**src/rtl/lsu_bus_master.sv**
```systemverilog
// Load/store bus master: turns byte/half/word requests into word bus cycles, RMW for sub-word stores.
// Optional performance counters enabled by defining LSU_PERF_CNT_EN.
module lsu_bus_master #(
    parameter logic [31:0] MMIO_BASE = 32'h40000000,
    parameter int unsigned CNT_WIDTH = 32
) (
    input  logic                 clk,
    input  logic                 reset,
    input  logic                 req_valid,
    output logic                 req_ready,
    input  logic                 req_write,
    input  logic [1:0]           req_size,
    input  logic                 req_sign,
    input  logic [31:0]          req_addr,
    input  logic [31:0]          req_wdata,
    output logic                 resp_valid,
    output logic [31:0]          resp_rdata,
    output logic                 resp_err,
    output logic                 busy,
    output logic                 ram_enable,
    output logic                 is_write_o,
    output logic [31:0]          address_o,
    output logic [31:0]          wdata_o,
    input  logic [31:0]          rdata_i,
    output logic [CNT_WIDTH-1:0] ld_cnt,
    output logic [CNT_WIDTH-1:0] st_cnt
);

    typedef enum logic [2:0] {
        S_IDLE,
        S_RD,
        S_WR,
        S_MRG,
        S_RESP
    } state_t;

    state_t      r_state;
    state_t      w_next;

    logic        r_write;
    logic [1:0]  r_size;
    logic        r_sign;
    logic [31:0] r_addr;
    logic [31:0] r_wdata;
    logic        r_err;
    logic [31:0] r_word;

    logic        w_accept;
    logic        w_misal;
    logic        w_err;
    logic [7:0]  w_byte;
    logic [15:0] w_half;
    logic [31:0] w_load;
    logic [31:0] w_merged;

    assign w_accept = (r_state == S_IDLE) && req_valid;

    // Error priority only matters for documentation; any hit yields the same error response.
    assign w_misal = ((req_size == 2'b01) && req_addr[0]) ||
                     ((req_size == 2'b10) && (req_addr[1:0] != 2'b00));
    assign w_err   = (req_size == 2'b11) || w_misal ||
                     ((req_size != 2'b10) && (req_addr >= MMIO_BASE));

    always_ff @(posedge clk or posedge reset) begin
        if (reset) begin
            r_state <= S_IDLE;
            r_write <= 1'b0;
            r_size  <= 2'b00;
            r_sign  <= 1'b0;
            r_addr  <= '0;
            r_wdata <= '0;
            r_err   <= 1'b0;
            r_word  <= '0;
        end else begin
            r_state <= w_next;
            if (w_accept) begin
                r_write <= req_write;
                r_size  <= req_size;
                r_sign  <= req_sign;
                r_addr  <= req_addr;
                r_wdata <= req_wdata;
                r_err   <= w_err;
            end
            if (r_state == S_RD) begin
                r_word <= rdata_i;
            end
        end
    end

    always_comb begin
        w_next = r_state;
        case (r_state)
            S_IDLE: begin
                if (req_valid) begin
                    if (w_err)
                        w_next = S_RESP;
                    else if (req_write && (req_size == 2'b10))
                        w_next = S_WR;
                    else
                        w_next = S_RD;
                end
            end
            S_RD:    w_next = r_write ? S_MRG : S_RESP;
            S_WR:    w_next = S_RESP;
            S_MRG:   w_next = S_RESP;
            S_RESP:  w_next = S_IDLE;
            default: w_next = S_IDLE;
        endcase
    end

    // Little-endian lane select: byte lane addr[1:0], half lane addr[1].
    assign w_byte = r_word[{r_addr[1:0], 3'b000} +: 8];
    assign w_half = r_word[{r_addr[1], 4'b0000} +: 16];

    always_comb begin
        w_load = r_word;
        case (r_size)
            2'b00:   w_load = {{24{r_sign & w_byte[7]}}, w_byte};
            2'b01:   w_load = {{16{r_sign & w_half[15]}}, w_half};
            default: w_load = r_word;
        endcase
    end

    always_comb begin
        w_merged = r_word;
        if (r_size == 2'b00)
            w_merged[{r_addr[1:0], 3'b000} +: 8] = r_wdata[7:0];
        else
            w_merged[{r_addr[1], 4'b0000} +: 16] = r_wdata[15:0];
    end

    always_comb begin
        req_ready  = 1'b0;
        busy       = 1'b1;
        resp_valid = 1'b0;
        resp_err   = 1'b0;
        resp_rdata = '0;
        ram_enable = 1'b0;
        is_write_o = 1'b0;
        address_o  = '0;
        wdata_o    = '0;
        case (r_state)
            S_IDLE: begin
                req_ready = 1'b1;
                busy      = 1'b0;
            end
            S_RD: begin
                ram_enable = 1'b1;
                address_o  = {r_addr[31:2], 2'b00};
            end
            S_WR: begin
                is_write_o = 1'b1;
                address_o  = {r_addr[31:2], 2'b00};
                wdata_o    = r_wdata;
            end
            S_MRG: begin
                is_write_o = 1'b1;
                address_o  = {r_addr[31:2], 2'b00};
                wdata_o    = w_merged;
            end
            S_RESP: begin
                resp_valid = 1'b1;
                resp_err   = r_err;
                if (!r_err && !r_write)
                    resp_rdata = w_load;
            end
            default: ;
        endcase
    end

`ifdef LSU_PERF_CNT_EN
    logic [CNT_WIDTH-1:0] r_ld_cnt;
    logic [CNT_WIDTH-1:0] r_st_cnt;

    always_ff @(posedge clk or posedge reset) begin
        if (reset) begin
            r_ld_cnt <= '0;
            r_st_cnt <= '0;
        end else if ((r_state == S_RESP) && !r_err) begin
            if (r_write)
                r_st_cnt <= r_st_cnt + 1'b1;
            else
                r_ld_cnt <= r_ld_cnt + 1'b1;
        end
    end

    assign ld_cnt = r_ld_cnt;
    assign st_cnt = r_st_cnt;
`else
    assign ld_cnt = '0;
    assign st_cnt = '0;
`endif

endmodule
```
**config.mk**
```make
export PLATFORM = sky130hd
export DESIGN_NAME = lsu_bus_master
export DESIGN_NICKNAME = d
export VERILOG_FILES = /design/src/rtl/lsu_bus_master.sv
export SDC_FILE = /design/constraint.sdc
export NUM_CORES = 1
export LEC_CHECK = 0
export ABC_AREA = 0
export CAP_MARGIN = 20
export CORE_AREA = 2 2 150 79
export CTS_CLUSTER_DIAMETER = 120
export DETAILED_ROUTE_END_ITERATION = 8
export DIE_AREA = 0 0 152 81
export DONT_BUFFER_PORTS = 1
export PLACE_DENSITY = 0.82
export SLEW_MARGIN = 20
export SYNTH_ARGS = -nofsm -noshare
export SYNTH_HDL_FRONTEND = slang
export SYNTH_SLANG_ARGS = --single-unit
export TNS_END_PERCENT = 5
```
**constraint.sdc**
```tcl
create_clock -name clk -period 4.15 [get_ports clk]
set_clock_uncertainty 0.15 [all_clocks]
set_input_delay 0 -clock clk [delete_from_list [all_inputs] [get_ports clk]]
set_output_delay 0 -clock clk [all_outputs]
set_load 0.03 [all_outputs]
```
=== Word-level counts from Yosys, hierarchy flattened ===
Index checks and enable logic that the tools add are counted.

* $add $sub $neg: 2
* Order comparisons: 1
* Equal/unequal tests: 10
* Shift operators: 6
* Muxes and demuxes: 19
* Bitwise operators: 2
* Reduce and logical (&&, ||, !) cells: 16

{| class="wikitable"
|+ Operator list
! kind !! count
|-
| two-way mux 32 bit || 4
|-
| one-hot mux 32 bit (2 select lines) || 2
|-
| bitwise mux 32 bit || 2
|-
| greater-or-equal comparator 32 x 31 -> 1 bit (second input constant) || 1
|-
| variable shift 16 x 7 -> 32 bit (first input constant) || 1
|-
| variable shift 8 x 7 -> 32 bit (first input constant) || 1
|-
| variable part select 16 x 7 -> 32 bit || 1
|-
| variable part select 32 x 6 -> 16 bit || 1
|-
| variable part select 32 x 6 -> 8 bit || 1
|-
| variable part select 8 x 7 -> 32 bit || 1
|-
| negator 5 -> 7 bit || 2
|-
| two-way mux 3 bit || 3
|-
| one-hot mux 3 bit (3 select lines) || 1
|-
| equality test 3 x 2 -> 1 bit (second input constant) || 2
|-
| logical AND 1 bit || 6
|-
| two-way mux 1 bit || 6
|-
| equality test 2 x 1 -> 1 bit (second input constant) || 2
|-
| equality test 2 bit (second input constant) || 2
|-
| != test 2 bit (second input constant) || 2
|-
| equality test 3 x 1 -> 1 bit (second input constant) || 1
|-
| equality test 3 bit (second input constant) || 1
|-
| logical NOT 3 bit || 1
|-
| logical OR 1 bit || 3
|-
| OR reduction 3 bit || 1
|-
| 6 further kinds || 8
|}

* Bits in registers: 104
* Output and inout bits: 166
* Logic and storage cells: 64

=== Depth between registers and ports, before layout ===
Gate-level depths: netlist of run 1.

* Depth in word-level cells: 8
* Gate-level depth with buffers: 8
* Depth with buffers taken out: 6

=== Least setup slack after synthesis of run 1 ===
OpenSTA, ideal clock, no wires.

* Kind: flip-flop to output port
* Start point: register r_addr[1]
* End point: output port wdata_o[26]
* Arrival time: 2.302 ns
* Data required time: 4.000 ns
* Setup slack: 1.698 ns
* Cell stages (with the launch flop): 9
* Buffers on the path: 2
* Cell sequence: dfrtp_1 buf_6 inv_1 ha_1 nor4bb_1 clkbuf_1 a221o_1 nand3_1 a21oi_1

* Cells in the longest elaborated chain, start to end: 5

{| class="wikitable"
|+ RTL lines
! what !! line !! source
|-
| from (decl) || 43 || <nowiki>logic [31:0] r_addr;</nowiki>
|-
| from (signal assigned) || 80 || <nowiki>r_addr <= req_addr;</nowiki>
|-
| negator 5 -> 7 bit, on equally long branches || 129, 127 ||
|-
| variable part select 16 x 7 -> 32 bit (tied with other cells) || 129 || <nowiki>w_merged[{r_addr[1], 4'b0000} +: 16] = r_wdata[15:0];</nowiki>
|-
| bitwise mux 32 bit, on equally long branches || 129, 127 ||
|-
| two-way mux 32 bit * || 126 || <nowiki>if (r_size == 2'b00)</nowiki>
|-
| one-hot mux 32 bit (2 select lines) * || 142 || <nowiki>case (r_state)</nowiki>
|-
| to (decl) || 23 || <nowiki>output logic [31:0] wdata_o,</nowiki>
|}

Mark *: on every way between the ends. The rest lies on a longest branch, timed or not.

=== Worst setup path after layout of run 1 ===
* Start point: register r_size[1]
* End point: output port wdata_o[6]

* Cells in the longest elaborated chain, start to end: 3

{| class="wikitable"
|+ RTL lines
! what !! line !! source
|-
| from (decl) || 41 || <nowiki>logic [1:0] r_size;</nowiki>
|-
| from (signal assigned) || 78 || <nowiki>r_size <= req_size;</nowiki>
|-
| logical NOT 2 bit || 126 ||
|-
| two-way mux 32 bit || 126 ||
|-
| one-hot mux 32 bit (2 select lines) || 142 ||
|}

No other way between the ends.

==> key figures, run 1 <==
Min path
  • Worst min path class: in2reg

CTS
  • CTS Sinks: 104
  • CTS Buffer Depth: 2
  • Clk_lat worst skew: 0.34 ns
  • Clock-pin transition on the worst setup and hold timing paths: about 0.080 ns
  • CTS tree: built
  • Root Driver: clkbuf_16
  • Number of buffers created by CTS: 9
  • H-tree depth: 3

Global route
  • Vias in the first global route: 5467
  • Initial antenna violation count: 0
  • First-pass GRT wire length: 30800 microns
  • Grt ovf: 0
  • GRT Total Usage: 0.326
  • Pin count of the biggest net entering global routing: 54

Final layout
  • Proportion of layout cells with a drive suffix above 1: 0.114
  • N_diodes: 0
  • Nets: 1010
  • Fillcell total: approximately 910
  • Area grow syn2layout: 20.8%

Die
  • Core Region: 11200 sq um
  • Chip Height: 81 microns
  • Die width: approximately 150 microns
  • Die ar.: 12300 sq um
  • Starting Density: 0.574
  • Cell row count: 28
  • Top Ports: 269

Place
  • Gpl congestion: 0.986
  • PortBufs: 0
  • Final HPWL DP: about 14000 microns

Logic synthesis
  • Yosys cell types: 63
  • Post-synthesis sequential area ratio: 0.403
  • Main synth FF type: dfrtp_1
  • Yosys warns: 0
  • Gate Count Post-Synth: 799
  • Mapped Area: 6460 sq um
  • Syn_area_per_cell: 8.08 sq um
  • Post-synth ARST share: 1.00
  • FF+latch count, synth: between 100 and 150
  • Count of flip-flops with a built-in enable after synthesis: 0

STA
  • Endpoints failing hold: 0
  • FMAX: 0.294 GHz
  • Setup tns final: 0 ns
  • Final setup fails: 0
  • Pins Over Slew Limit: 0
  • Tcrit/Tclk final: 0.821
  • Unrepaired setup endpoints after global routing: no
  • Relative slew slack: 0.325
  • Worst-Margin Slew: 1.01 ns
  • Tmin final: 3.41 ns

Detailed routing
  • Residual DRC count: 0
  • Initial DRC Count: 660
  • Post-Route WL: 20500 microns
  • Vias per cell: roughly 5.7
  • Vias: 6002
  • DR WL/cell: just under 20 microns
  • DR pass1 iterations: 5
  • Detail Route Antenna Nets: 0

Worst setup path
  • Crit end category: output port
  • CP Max Fanout: 20
  • Crit path arrival time: 3.26 ns
  • Critical path startpoint category: flip-flop
  • Crit Path Category: reg2out
  • Worst path required time: 4.00 ns

Pwr
  • VDD IR max: approximately 240 uV
  • Static leakage power: roughly 3.7 nW
  • PwrDens: 488 nW/um^2
  • Total power: 0.00381 W

Flow run
  • Max-cap viol count: 0

Outcome
  • Status: finished, final reports clean
-- cells by family after synthesis --
logic type | share of synthesized area
other | 0.000581
multiplexers | 0.0304
adder cells (fa/ha/maj) | 0.00969
buffers and inverters | 0.131
flip-flops | 0.403
AO/OA/AOI/OAI | 0.169
AND/OR/NAND/NOR | 0.257
-- state kept, by name, indices dropped and copies added (netlist names) --
signal and count:
r_wdata 32, r_write 1, r_addr 32, r_err 1
r_size 2, r_state 3, r_sign 1, r_word 32
-- worst max-delay path, cell delays in order (launching register included) --
cell and delay (ns):
dfrtp_1 0.64, buf_4 0.32, o21bai_1 0.15, buf_4 0.21, a21boi_1 0.46, nor2b_1 0.65, a22o_1 0.46
-- synth_stat cells (all sizes together) (3+ instances only) --
| master | n | area share |
|---|---|---|
| a22o | 4 | 0.0054 |
| or3b | 3 | 0.0041 |
| or2 | 3 | 0.0029 |
| a31oi | 8 | 0.0078 |
| mux2 | 15 | 0.027 |
| o22ai | 6 | 0.0079 |
| a2bb2oi | 5 | 0.0068 |
| o2bb2ai | 5 | 0.0068 |
| nor3 | 8 | 0.0070 |
| nor2 | 15 | 0.0091 |
| dfrtp | 104 | 0.40 |
| o21ai | 43 | 0.036 |
| a221oi | 3 | 0.0041 |
| clkbuf | 25 | 0.015 |
| a21oi | 43 | 0.040 |
| inv | 29 | 0.017 |
| nor3b | 3 | 0.0060 |
| o21a | 3 | 0.0035 |
| and2 | 35 | 0.034 |
| o211ai | 9 | 0.010 |
| a221o | 10 | 0.016 |
| a32oi | 7 | 0.011 |
| buf | 92 | 0.099 |
| nand2b | 15 | 0.015 |
| nand3 | 16 | 0.012 |
| ha | 5 | 0.0097 |
| nand2 | 262 | 0.15 |
-- power breakdown --
part           total (W)  internal (W)  switching (W)  leakage (nW)
sequential       0.00169       0.00130       0.000389          1.27
clock           0.000847      0.000427       0.000421         0.143
combinational    0.00127      0.000474       0.000795          2.27
total            0.00381       0.00220        0.00160          3.68
-- worst paths after layout --
check | from | end | slack [ns] | depth (start not counted)
setup reg to reg | r_state[2]$_DFFE_PP0P_ | r_wdata[16]$_DFFE_PP0P_ | 1.37 | 5
hold / removal | req_valid | r_size[0]$_DFFE_PP0P_ | 0.04 | 3
max in group asynchronous | reset | r_state[2]$_DFFE_PP0P_ | 3.21 | 3
hold reg to reg | r_addr[22]$_DFFE_PP0P_ | r_addr[22]$_DFFE_PP0P_ | 0.32 | 2
setup / recovery | r_size[1]$_DFFE_PP0P_ | wdata_o[6] | 0.74 | 6
min in group asynchronous | reset | r_wdata[28]$_DFFE_PP0P_ | 0.16 | 3
-- placed cells by master, fill, tap and decap left out, types with 4 or more instances in the layout --
master	instances
mux2_2	13
nand3_1	16
o211ai_1	9
o2bb2ai_1	5
o22ai_1	5
inv_1	28
a22o_1	4
dfrtp_1	104
a31oi_1	8
nor3_1	7
nand2b_1	15
a221o_1	10
ha_1	5
a32oi_1	6
o21ai_0	40
a21oi_2	12
and2_1	34
buf_4	41
a21oi_1	31
clkbuf_16	9
dlygate4sd3_1	102
conb_1	66
nand2_1	261
nor2_1	13
a2bb2oi_1	5
-- through the flow --
stage	util	instance area, sq um	hold WS (ns)	setup WS [ns]	cells
finish	0.694	7800	0.0443	0.743	1057
global route	0.694	7800	0.0467	0.606	1057
CTS	0.694	7800	0.0251	0.903	1057
detailed placement	0.576	6480	-0.294	1.28	938
global placement	0.576	6480	-0.295	1.37	938
floorplan	-	6700	-0.0446	1.27	864
-- what timing repair did --
action                    CTS  global route
setup buffers               0             0
hold buffers              103             0
hold endpoints to repair  208             0
resized for setup           0             0
-- area by class of cell --
| cell class | count | area, sq um | share of cell area |
|---|---|---|---|
| Clock inverter | 7 | 72.6 | 0.00930 |
| Sequential cell | 104 | 2600 | 0.334 |
| Multi-Input combinational cell | 614 | 3270 | 0.419 |
| Inverter | 29 | 111 | 0.0143 |
| Clock buffer | 9 | 225 | 0.0289 |
| Timing Repair Buffer | 144 | 1330 | 0.171 |
| Tap cell | 150 | 188 | 0.0241 |
-- routing by layer --
layer  part of all wire  track usage
met1               0.43        0.453
met2               0.42        0.466
met3               0.13        0.153
met4              0.011       0.0654
met5                  0            0
Note: power is estimated with default switching activity, not from simulation.
==> run 2, diff against run 1 <==
==> constraint.sdc (replaced) <==
create_clock -name clk -period 3.6 [get_ports clk]
set_clock_uncertainty 0.15 [all_clocks]
set_input_delay 0 -clock clk [delete_from_list [all_inputs] [get_ports clk]]
set_output_delay 0 -clock clk [all_outputs]
set_load 0.03 [all_outputs]
==> key figures, run 2 (same netlist as run 1, synthesis figures left out) <==
Worst setup path
  • Reg2Reg Depth: 8 (was 5)
  • Crit Reg-Reg Endpoint: r_addr[29]$_DFFE_PP0P_ (was r_wdata[16]$_DFFE_PP0P_)
  • Worst Setup SP: r_size[1]$_DFFE_PP0P_ (unchanged)
  • FF-to-FF setup slack: 0.92 ns (was 1.37 ns)
  • Critical path startpoint category: flip-flop (unchanged)
  • CP Capture Point: resp_rdata[20] (was wdata_o[6])
  • Crit Reg-Reg Startpoint: r_state[0]$_DFFE_PP0P_ (was r_state[2]$_DFFE_PP0P_)
  • Crit end category: output port (unchanged)
  • Worst path required time: 3.45 ns (was 4.00 ns)
  • CP Max Fanout: 24 (was 20)
  • Crit path arrival time: 3.07 ns (was 3.26 ns)
  • Crit Path Category: reg2out (unchanged)

Detailed routing
  • Vias per cell: 5.61 (was 5.68)
  • Met2 WL: 8890 microns (was 8690 microns)
  • Residual DRC count: 0 (unchanged)
  • Met1 WL: 8650 microns (was 8860 microns)
  • Initial DRC Count: 568 (was 660)
  • Detail Route Antenna Nets: 0 (unchanged)
  • Routed wl met3: 2700 microns (was 2740 microns)
  • Post-Route WL: 20700 microns (was 20500 microns)
  • Vias: 6136 (was 6002)
  • DR WL/cell: 18.9 microns (was 19.4 microns)
  • Highest Signal Layer: met4 (unchanged)
  • DR pass1 iterations: 5 (unchanged)

STA
  • Tmin final: between 3 and 4 ns
  • Final setup fails: 0 (unchanged)
  • Tcrit/Tclk final: 0.893
  • Pins Over Slew Limit: 0 (unchanged)
  • Endpoints failing hold: 0 (unchanged)
  • Unrepaired setup endpoints after global routing: no (unchanged)
  • FMAX: between 0.3 and 0.4 GHz
  • Setup tns final: 0 ns (unchanged)
  • Slack of the critical path: 0.384 ns (was 0.743 ns)
  • Worst-Margin Slew: 1.05 ns (was 1.01 ns)
  • Hold slack: 0.0271 ns (was 0.0443 ns)
  • Relative slew slack: 0.300 (was 0.325)

Final layout
  • Most common cell after layout, fill and taps aside: nand2_1 (unchanged)
  • Non-filler cells, final: 1093 (was 1057)
  • Area grow syn2layout: 25.9% (was 20.8%)
  • Leading registers by flop count: r_addr: 32 flops, r_wdata: 32 flops, r_word: 32 flops (unchanged)
  • Most frequent cells in the layout: 261 x nand2_1, 114 x dlygate4sd3_1, 104 x dfrtp_1, 66 x conb_1, 65 x buf_4 (was 261 x nand2_1, 104 x dfrtp_1, 102 x dlygate4sd3_1, 66 x conb_1, 41 x buf_4)
  • Nets: 1046 (was 1010)
  • Proportion of layout cells with a drive suffix above 1: 0.134 (was 0.114)

Pwr
  • Sw Pwr: 0.00180 W (was 0.00160 W)
  • Internal: 0.00267 W (was 0.00220 W)
  • Share of power burned in registers: 0.431 (was 0.444)
  • Switching share of power: 0.402 (was 0.422)
  • Share of total power in combinational logic: 0.343 (was 0.333)
  • Static leakage power: 3.89 nW (was 3.68 nW)
  • PwrDens: 550 nW/um^2 (was 488 nW/um^2)
  • VDD IR max: 306 uV (was 237 uV)
  • Clk pwr share: 0.226 (was 0.223)

CTS
  • CTS Sinks: 104 (unchanged)
  • Root Driver: clkbuf_16 (unchanged)
  • Number of buffers created by CTS: 9 (unchanged)
  • Clk_lat worst skew: 0.34 ns (about the same)
  • Clock-pin transition on the worst setup and hold timing paths: 0.07 ns (was 0.08 ns)
  • Setup bufs post-CTS: 0 (unchanged)
  • H-tree depth: 3 (unchanged)
  • CTS tree: built (unchanged)
  • CTS Buffer Depth: 2 (unchanged)
  • Post-CTS sizing: 0 (unchanged)

Die
  • Starting Density: 0.574 (unchanged)
  • Core Region: 11200 sq um (unchanged)
  • Die width: 152 microns (unchanged)
  • Chip Height: 81 microns (unchanged)
  • Cell row count: 28 (unchanged)
  • Die ar.: 12300 sq um (unchanged)
  • Top Ports: 269 (unchanged)

Min path
  • Worst min path class: in2reg (unchanged)
  • WHS Path Cells: 3 (unchanged)

Global route
  • Initial antenna violation count: 1 (was 0)
  • Vias in the first global route: 5650 (was 5467)
  • Grt ovf: 0 (unchanged)
  • First-pass GRT wire length: 31400 microns (was 30800 microns)
  • Pin count of the biggest net entering global routing: 79 (was 54)
  • GRT Total Usage: 0.331 (was 0.326)

Place
  • Inst Count DP: 962 (was 938)
  • Gpl congestion: 0.992 (was 0.986)
  • Pre-CTS setup slack: 0.899 ns (was 1.28 ns)
  • PortBufs: 0 (unchanged)
  • Final HPWL DP: 13500 microns (was 13800 microns)

Outcome
  • Status: finished, final reports clean (unchanged)

Flow run
  • Max-cap viol count: 0 (unchanged)
[run 2: how the worst min path moves through the flow]
| stage | end | from |
|---|---|---|
| final | r_addr[4]$_DFFE_PP0P_ | req_valid |
| after global routing | r_addr[25]$_DFFE_PP0P_ | req_valid |
| after CTS | r_addr[25]$_DFFE_PP0P_ | req_valid |
| after detailed placement | r_addr[20]$_DFFE_PP0P_ | req_addr[20] |
| after global placement | r_addr[9]$_DFFE_PP0P_ | req_addr[9] |
| after floorplan | r_addr[10]$_DFFE_PP0P_ | req_addr[10] |
[run 2: power groups by stage]
stage                     clock, W  combinational (W)  sequential (W)
after detailed placement         0            0.00136         0.00190
after global routing       0.00108            0.00169         0.00195
after floorplan                  0            0.00120         0.00171
after global placement           0            0.00133         0.00189
after CTS                  0.00103            0.00150         0.00188
final                      0.00101            0.00153         0.00193
[run 2: layout make-up]
type | instances | area (sq um)
Tap cell | 150 | 188
Antenna cell | 1 | 2.50
Clock inverter | 4 | 52.6
Fill cell | 863 | 3110
Multi-Input combinational cell | 614 | 3270
Sequential cell | 104 | 2600
Clock buffer | 11 | 253
Inverter | 29 | 111
Timing Repair Buffer | 180 | 1660
[run 2: metal layers]
layer  GRT usage  up-vias
li1            -     2799
met1       0.443     2896
met2       0.495      389
met3       0.148       52
met4      0.0813        0
met5           0        -
[run 2: per-stage QoR]
| step | utilization | area (sq um) | total power (W) |
|---|---|---|---|
| finish | 0.723 | 8130 | 0.00447 |
| floorplan | - | 6700 | 0.00291 |
| CTS | 0.720 | 8090 | 0.00440 |
| global placement | 0.592 | 6660 | 0.00322 |
| global route | 0.723 | 8130 | 0.00471 |
| detailed placement | 0.592 | 6660 | 0.00326 |
[run 2: timing repair]
item / 4_1_cts / 5_1_grt
hold endpoints to repair: 181 / 17
hold buffers: 113 / 1
endpoints found under the setup margin: 0 / 0
[run 2: worst max-delay path: stages, from the launching register on]
cell	delay [ns]
dfrtp_1	0.85
buf_4	0.44
nor3_1	0.10
a22o_1	0.27
o221ai_4	0.67
a21oi_1	0.15
buf_4	0.23
